$ cat src/rtl/balun_port_power_meter_if.sv
// Sample-pair stream in, power result stream out, for the balun port power meter.
// Both streams use valid/ready handshakes.
interface balun_port_power_meter_if #(
    parameter int W     = 12,
    parameter int LOG2N = 10
);
    logic                   s_valid;
    logic                   s_ready;
    logic [W-1:0]           s_a;
    logic [W-1:0]           s_b;
    logic                   m_valid;
    logic                   m_ready;
    logic [2*W+LOG2N-1:0]   m_pa;
    logic [2*W+LOG2N-1:0]   m_pb;
    logic                   m_clip;

    modport master (
        output s_valid, s_a, s_b, m_ready,
        input  s_ready, m_valid, m_pa, m_pb, m_clip
    );

    modport slave (
        input  s_valid, s_a, s_b, m_ready,
        output s_ready, m_valid, m_pa, m_pb, m_clip
    );
endinterface

$ cat src/rtl/balun_port_power_meter.sv
// Windowed sum-of-squares power meter for the incident and transmitted balun ports.
// Software forms |S21|^2 from the two sums; clipping is flagged per window.
module balun_port_power_meter #(
    parameter int W     = 12,
    parameter int LOG2N = 10
) (
    input  logic clk,
    input  logic rst_n,
    input  logic start,
    output logic busy,
    balun_port_power_meter_if.slave bus
);
    localparam int AW = 2 * W + LOG2N;
    localparam logic [LOG2N-1:0] CNT_LAST = '1;
    localparam logic [W-1:0] MAX_POS = {1'b0, {(W-1){1'b1}}};
    localparam logic [W-1:0] MIN_NEG = {1'b1, {(W-1){1'b0}}};

    typedef enum logic [1:0] {
        IDLE,
        ACC,
        DONE
    } state_t;

    state_t state_q;
    state_t state_d;

    logic             s_ready;
    logic             m_valid;
    logic             xfer;
    logic             last;
    logic             done_hs;

    logic [LOG2N-1:0] cnt_q;
    logic [AW-1:0]    acc_a_q;
    logic [AW-1:0]    acc_b_q;
    logic             clip_q;
    logic [AW-1:0]    pa_q;
    logic [AW-1:0]    pb_q;
    logic             mclip_q;

    logic signed [2*W-1:0] a_x;
    logic signed [2*W-1:0] b_x;
    logic signed [2*W-1:0] prod_a;
    logic signed [2*W-1:0] prod_b;
    logic [AW-1:0]    sq_a;
    logic [AW-1:0]    sq_b;
    logic [AW-1:0]    sum_a;
    logic [AW-1:0]    sum_b;
    logic             clip_hit;

    // Squares are never negative, so the 2W-bit product zero-extends safely.
    assign a_x    = {{W{bus.s_a[W-1]}}, bus.s_a};
    assign b_x    = {{W{bus.s_b[W-1]}}, bus.s_b};
    assign prod_a = a_x * a_x;
    assign prod_b = b_x * b_x;
    assign sq_a   = {{LOG2N{1'b0}}, unsigned'(prod_a)};
    assign sq_b   = {{LOG2N{1'b0}}, unsigned'(prod_b)};
    assign sum_a  = acc_a_q + sq_a;
    assign sum_b  = acc_b_q + sq_b;

    assign clip_hit = (bus.s_a == MAX_POS) || (bus.s_a == MIN_NEG)
                   || (bus.s_b == MAX_POS) || (bus.s_b == MIN_NEG);

    assign xfer    = bus.s_valid && s_ready;
    assign last    = xfer && (cnt_q == CNT_LAST);
    assign done_hs = (state_q == DONE) && bus.m_ready;

    always_ff @(posedge clk) begin
        if (!rst_n) begin
            state_q <= IDLE;
        end else begin
            state_q <= state_d;
        end
    end

    always_comb begin
        state_d = state_q;
        unique case (state_q)
            IDLE: begin
                if (start) begin
                    state_d = ACC;
                end
            end
            ACC: begin
                if (last) begin
                    state_d = DONE;
                end
            end
            DONE: begin
                if (done_hs) begin
                    state_d = IDLE;
                end
            end
            default: state_d = IDLE;
        endcase
    end

    always_comb begin
        s_ready = 1'b0;
        m_valid = 1'b0;
        busy    = 1'b0;
        unique case (state_q)
            IDLE: begin
            end
            ACC: begin
                s_ready = 1'b1;
                busy    = 1'b1;
            end
            DONE: begin
                m_valid = 1'b1;
                busy    = 1'b1;
            end
            default: begin
            end
        endcase
    end

    // Counter wraps to zero on the last transfer, ready for the next window.
    always_ff @(posedge clk) begin
        if (!rst_n) begin
            cnt_q   <= '0;
            acc_a_q <= '0;
            acc_b_q <= '0;
            clip_q  <= 1'b0;
            pa_q    <= '0;
            pb_q    <= '0;
            mclip_q <= 1'b0;
        end else if ((state_q == IDLE) && start) begin
            cnt_q   <= '0;
            acc_a_q <= '0;
            acc_b_q <= '0;
            clip_q  <= 1'b0;
        end else if (xfer) begin
            cnt_q   <= cnt_q + 1'b1;
            acc_a_q <= sum_a;
            acc_b_q <= sum_b;
            clip_q  <= clip_q | clip_hit;
            if (last) begin
                pa_q    <= sum_a;
                pb_q    <= sum_b;
                mclip_q <= clip_q | clip_hit;
            end
        end
    end

    assign bus.s_ready = s_ready;
    assign bus.m_valid = m_valid;
    assign bus.m_pa    = pa_q;
    assign bus.m_pb    = pb_q;
    assign bus.m_clip  = mclip_q;
endmodule

$ cat src/flat_wrapper.sv
// flat-port wrapper written by rule: the top's interface ports become plain ports
module balun_port_power_meter_flat 
#(
    parameter int W     = 12,
    parameter int LOG2N = 10
)
  (clk, rst_n, start, busy, bus_s_valid, bus_s_a, bus_s_b, bus_m_ready, bus_s_ready, bus_m_valid, bus_m_pa, bus_m_pb, bus_m_clip);
  balun_port_power_meter_if #(.W(W), .LOG2N(LOG2N)) bus_i ();
  input  logic clk;
  input  logic rst_n;
  input  logic start;
  output logic busy;
  input wire logic [$bits(bus_i.s_valid)-1:0] bus_s_valid;
  input wire logic [$bits(bus_i.s_a)-1:0] bus_s_a;
  input wire logic [$bits(bus_i.s_b)-1:0] bus_s_b;
  input wire logic [$bits(bus_i.m_ready)-1:0] bus_m_ready;
  output wire logic [$bits(bus_i.s_ready)-1:0] bus_s_ready;
  output wire logic [$bits(bus_i.m_valid)-1:0] bus_m_valid;
  output wire logic [$bits(bus_i.m_pa)-1:0] bus_m_pa;
  output wire logic [$bits(bus_i.m_pb)-1:0] bus_m_pb;
  output wire logic [$bits(bus_i.m_clip)-1:0] bus_m_clip;
  assign bus_i.s_valid = bus_s_valid;
  assign bus_i.s_a = bus_s_a;
  assign bus_i.s_b = bus_s_b;
  assign bus_i.m_ready = bus_m_ready;
  assign bus_s_ready = bus_i.s_ready;
  assign bus_m_valid = bus_i.m_valid;
  assign bus_m_pa = bus_i.m_pa;
  assign bus_m_pb = bus_i.m_pb;
  assign bus_m_clip = bus_i.m_clip;
  balun_port_power_meter #(.W(W), .LOG2N(LOG2N)) u_core (.clk(clk), .rst_n(rst_n), .start(start), .busy(busy), .bus(bus_i));
endmodule
$ cat config.mk
export PLATFORM = sky130hd
export DESIGN_NAME = balun_port_power_meter_flat
export DESIGN_NICKNAME = d
export VERILOG_FILES = /design/src/rtl/balun_port_power_meter_if.sv /design/src/rtl/balun_port_power_meter.sv /design/src/flat_wrapper.sv
export SDC_FILE = /design/constraint.sdc
export NUM_CORES = 1
export LEC_CHECK = 0
export BUFFER_PORTS_ARGS = -buffer_cell sky130_fd_sc_hd__buf_2
export CAP_MARGIN = 40
export CORE_MARGIN = 5
export CORE_UTILIZATION = 50
export CTS_CLUSTER_DIAMETER = 80
export CTS_CLUSTER_SIZE = 24
export DETAILED_ROUTE_END_ITERATION = 7
export PLACE_DENSITY = 0.7
export SLEW_MARGIN = 20
export SYNTH_ARGS = -nofsm -noshare
export SYNTH_HDL_FRONTEND = slang
export SYNTH_SLANG_ARGS = --single-unit
$ cat constraint.sdc
create_clock -name clk -period 7.9 [get_ports clk]
set_clock_uncertainty 0.1 [all_clocks]
set_input_delay 0.79 -clock clk [delete_from_list [all_inputs] [get_ports clk]]
set_output_delay 0.79 -clock clk [all_outputs]
set_load 0.02 [all_outputs]
==> metrics.md <==
| Metric | Value |
|---|---|
| Maximum level of the CTS H-tree | `4` |
| Top achievable clock speed | `134.0 MHz` |
| # resized after CTS | `0` |
| Post-route insts no fill | `approximately 2700` |
| # Max-Cap Violations | `0` |
| Share of flip-flops with an asynchronous set or reset after synthesis | `0%` |
| Buffer levels on the longest clock path | `2` |
| Die height | `about 200 um` |
| Count of placed standard cells including taps | `~2600` |
| Combinational family with the most area after synthesis | `adder cells` |
| Global-route wire length before repair | `72050 um` |
| I/O pin total | `slightly above 100` |
| Fraction of the mapped netlist area in simple logic gates | `between 10% and 20%` |
| Number of hold buffers added after CTS | `0` |
| Yosys warning count | `0` |
| Slew Limit Fails | `0` |
| CP Data Required Time | `around 8 ns` |
| Slowest Stage Delay on Critical Path | `between 0.5 and 0.6 ns` |
| Post-DP HPWL | `34160 um` |
| Die boundary width | `199.7 um` |
| Shortest period the worst path allows | `between 7 and 8 ns` |
| # DRC | `0` |
| Number of iterations in the first detailed-routing pass | `5` |
| Total CTS buffers | `17` |
| Sum of negative setup slack | `0 ns` |
| Total routing usage reported by global routing | `a little over a fifth` |
| Cell type of the slowest stage on the worst timing path | `sky130_fd_sc_hd__or4_1` |
| Synth Area in Adders | `between 30% and 40%` |
| Fraction of the cycle the final worst path needs | `94.48%` |
| Part of the Yosys area used for sequential elements | `between 10% and 20%` |
| Final Hold Vio Count | `0` |
| Gate count after technology mapping | `between 2000 and 2500` |
| Synthesized area per cell | `8.444 um2` |
| IO Port Bufs | `100` |
| Antenna Cells | `0` |
| Synth area leader | `sky130_fd_sc_hd__fa_1` |
| Most used DFF post-synth | `sky130_fd_sc_hd__dfxtp_1` |
| Top-area cell type share of the netlist area | `between 20% and 30%` |
| Largest net degree at the start of global routing | `81` |
| Final-stage net count | `2646` |
| Aggregate routed wire length | `42390 um` |
| Net Count, Synth | `about 2600` |
| Post-CTS repair timing setup buffer count | `0` |
| RD Place Congestion | `roughly 0.92` |
| Final antenna-violating net count | `0` |
| Synthesis-to-layout area growth | `9.037%` |
| Number of DRC markers in iteration 0 | `between 800 and 900` |
| Netlist Area Pre-Place | `roughly 0.018 mm2` |
| First element of the critical path | `bus_s_b[3]` |
| TritonCTS clock tree | `done` |
| Antenna violations before repair | `1` |
| Element type at the critical path start | `primary input` |
| Max FO, Critical Path | `12` |
| Floorplan die area | `0.03986 mm2` |
| Cell at the root of the clock tree | `sky130_fd_sc_hd__clkbuf_16` |
| Origin of the critical flop-to-flop path | `u_core.state_q[1]` |
| Initial core utilization | `about half` |
| Std-Cell Rows | `around 70` |
| Parity-gate share of the synthesized area counting xor and xnor cells | `6.477%` |
| Final setup violation count | `0` |
| Most numerous cell types in the synthesized netlist | `sky130_fd_sc_hd__inv_1 (360), sky130_fd_sc_hd__nand2_1 (280), sky130_fd_sc_hd__fa_1 (244), sky130_fd_sc_hd__ha_1 (167), sky130_fd_sc_hd__a21oi_1 (156)` |
| Wire per inst | `approximately 16 um` |
| Transition time at the pin with the least slew margin | `roughly 0.8 ns` |
| Synth Area in Compound Gates | `12.88%` |
| Worst min path class | `reg2reg` |
| Yosys reg bits | `150` |
| Core area | `around 0.036 mm2` |
| Result of the run | `completed` |
| Biggest area contributors in the synthesized netlist | `sky130_fd_sc_hd__fa_1 (27%), sky130_fd_sc_hd__dfxtp_1 (17%), sky130_fd_sc_hd__ha_1 (12%)` |
| Total number of vias | `approximately 14000` |
| Critical Path Sink Type | `flip-flop` |
| Most common cell in the synthesized netlist | `sky130_fd_sc_hd__inv_1` |
| R2R Setup Slk | `around 4.2 ns` |
| Unrepaired setup endpoints after global routing | `false` |
| Arrival time at the worst endpoint | `around 7.6 ns` |
| Drt via density | `about 5.3` |
| Number of global-route vias before repair | `~15000` |
| Clock slew at the register clock pins of the worst setup and hold paths | `0.07 ns` |
| Clock Latency Late Sink | `between 0.4 and 0.5 ns` |
| Number of enable flip-flop cells after synthesis | `0` |
| Min-Delay Startpoint | `u_core.bus.m_pb[18]` |
| Fraction of final layout cells sized beyond drive strength 1 | `under 10%` |
| Slew Limit Headroom | `between 40% and 50%` |
| Final global-route overflow total | `0` |
| Cell variety after synth | `69` |
| Type of the worst setup path | `in2reg` |
| Total number of clock tree sinks | `150` |
| Portion of netlist area occupied by mux cells | `less than 1%` |
per-stage QoR:
| stage | util, % | hold slack [ns] | worst slack, ns | instance area (um2) |
|---|---|---|---|---|
| after floorplan | - | 0.3362 | 0.5709 | 17980 |
| after global placement | 53.50 | 0.3376 | 0.1536 | 19030 |
| after detailed placement | 53.50 | 0.3416 | 0.006536 | 19030 |
| after CTS | 55.10 | 0.3540 | 0.4487 | 19600 |
| after global routing | 55.13 | 0.3719 | 0.01089 | 19610 |
| final | 55.13 | 0.3503 | 0.4364 | 19610 |
worst paths after layout:
kind,endpoint,cells after the start
worst max register to register,u_core.bus.m_pa[18],10
worst min register to register,u_core.bus.m_pb[18],2
worst min-delay path,u_core.bus.m_pb[18],2
worst max-delay path,u_core.bus.m_pb[28],29
cell type report:
cell class / count / area, um2
multi-input combinational: 1543 / 13360
inverter: 361 / 1355
tap: 461 / 576.8
timing repair buffer: 133 / 748.2
sequential: 150 / 3003
clock inverter: 14 / 140.1
clock buffer: 18 / 429.2
fill: 3328 / 15960
critical path, delay by kind of cell:
kind | cells | cell delay (ns)
buffers and inverters | 6 | 0.55
and+or+nand+nor | 6 | 1.35
xor gates and xnor gates | 2 | 0.33
adders and majority gates | 7 | 3.00
AOI/OAI and AO/OA | 8 | 1.60
state kept, by name, summed over array words and instances, names as in the netlist:
signal,cells
u_core.acc_b_q,34
u_core.clip_q,1
u_core.bus.m_pa,34
u_core.bus.m_pb,34
u_core.state_q,2
u_core.cnt_q,10
u_core.bus.m_clip,1
u_core.acc_a_q,34
logic make-up (layout without fill, tap and decap cells):
logic type	after synthesis	count (layout)
XOR/XNOR	133	133
multiplexers	5	5
flip-flops	150	150
AO/OA/AOI/OAI	366	366
buffers and inverters	437	526
AND/OR/NAND/NOR	628	628
adder cells (fa/ha/maj)	411	411
placed cells by master, fill, tap and decap left out, drive strengths merged, types with 6 or more instances in the layout:
cell,n
a21boi,9
nor3,13
o21bai,12
nand3,59
inv,366
and3,9
a21o,24
and2,53
dfxtp,150
or2,6
buf,133
o21a,12
or3,11
ha,167
o211ai,6
nand2b,12
nand2,280
a21oi,158
nor4,8
o21ai,68
clkbuf,18
a31oi,6
xor2,54
nand4,20
fa,244
nor2,134
xnor2,79
nor2b,10
a211oi,31
per-layer routing:
metal	track usage [%]	share of wire (%)	wire, um
met5	0	0.031	13
met4	4.377	1.4	599
met3	3.456	5.0	2103
met2	36.59	48	20440
met1	30.50	45	19240
Power is left out: the tool's default activity adds up to more than one toggle a clock period on the data nets, which glitch-free logic cannot reach.
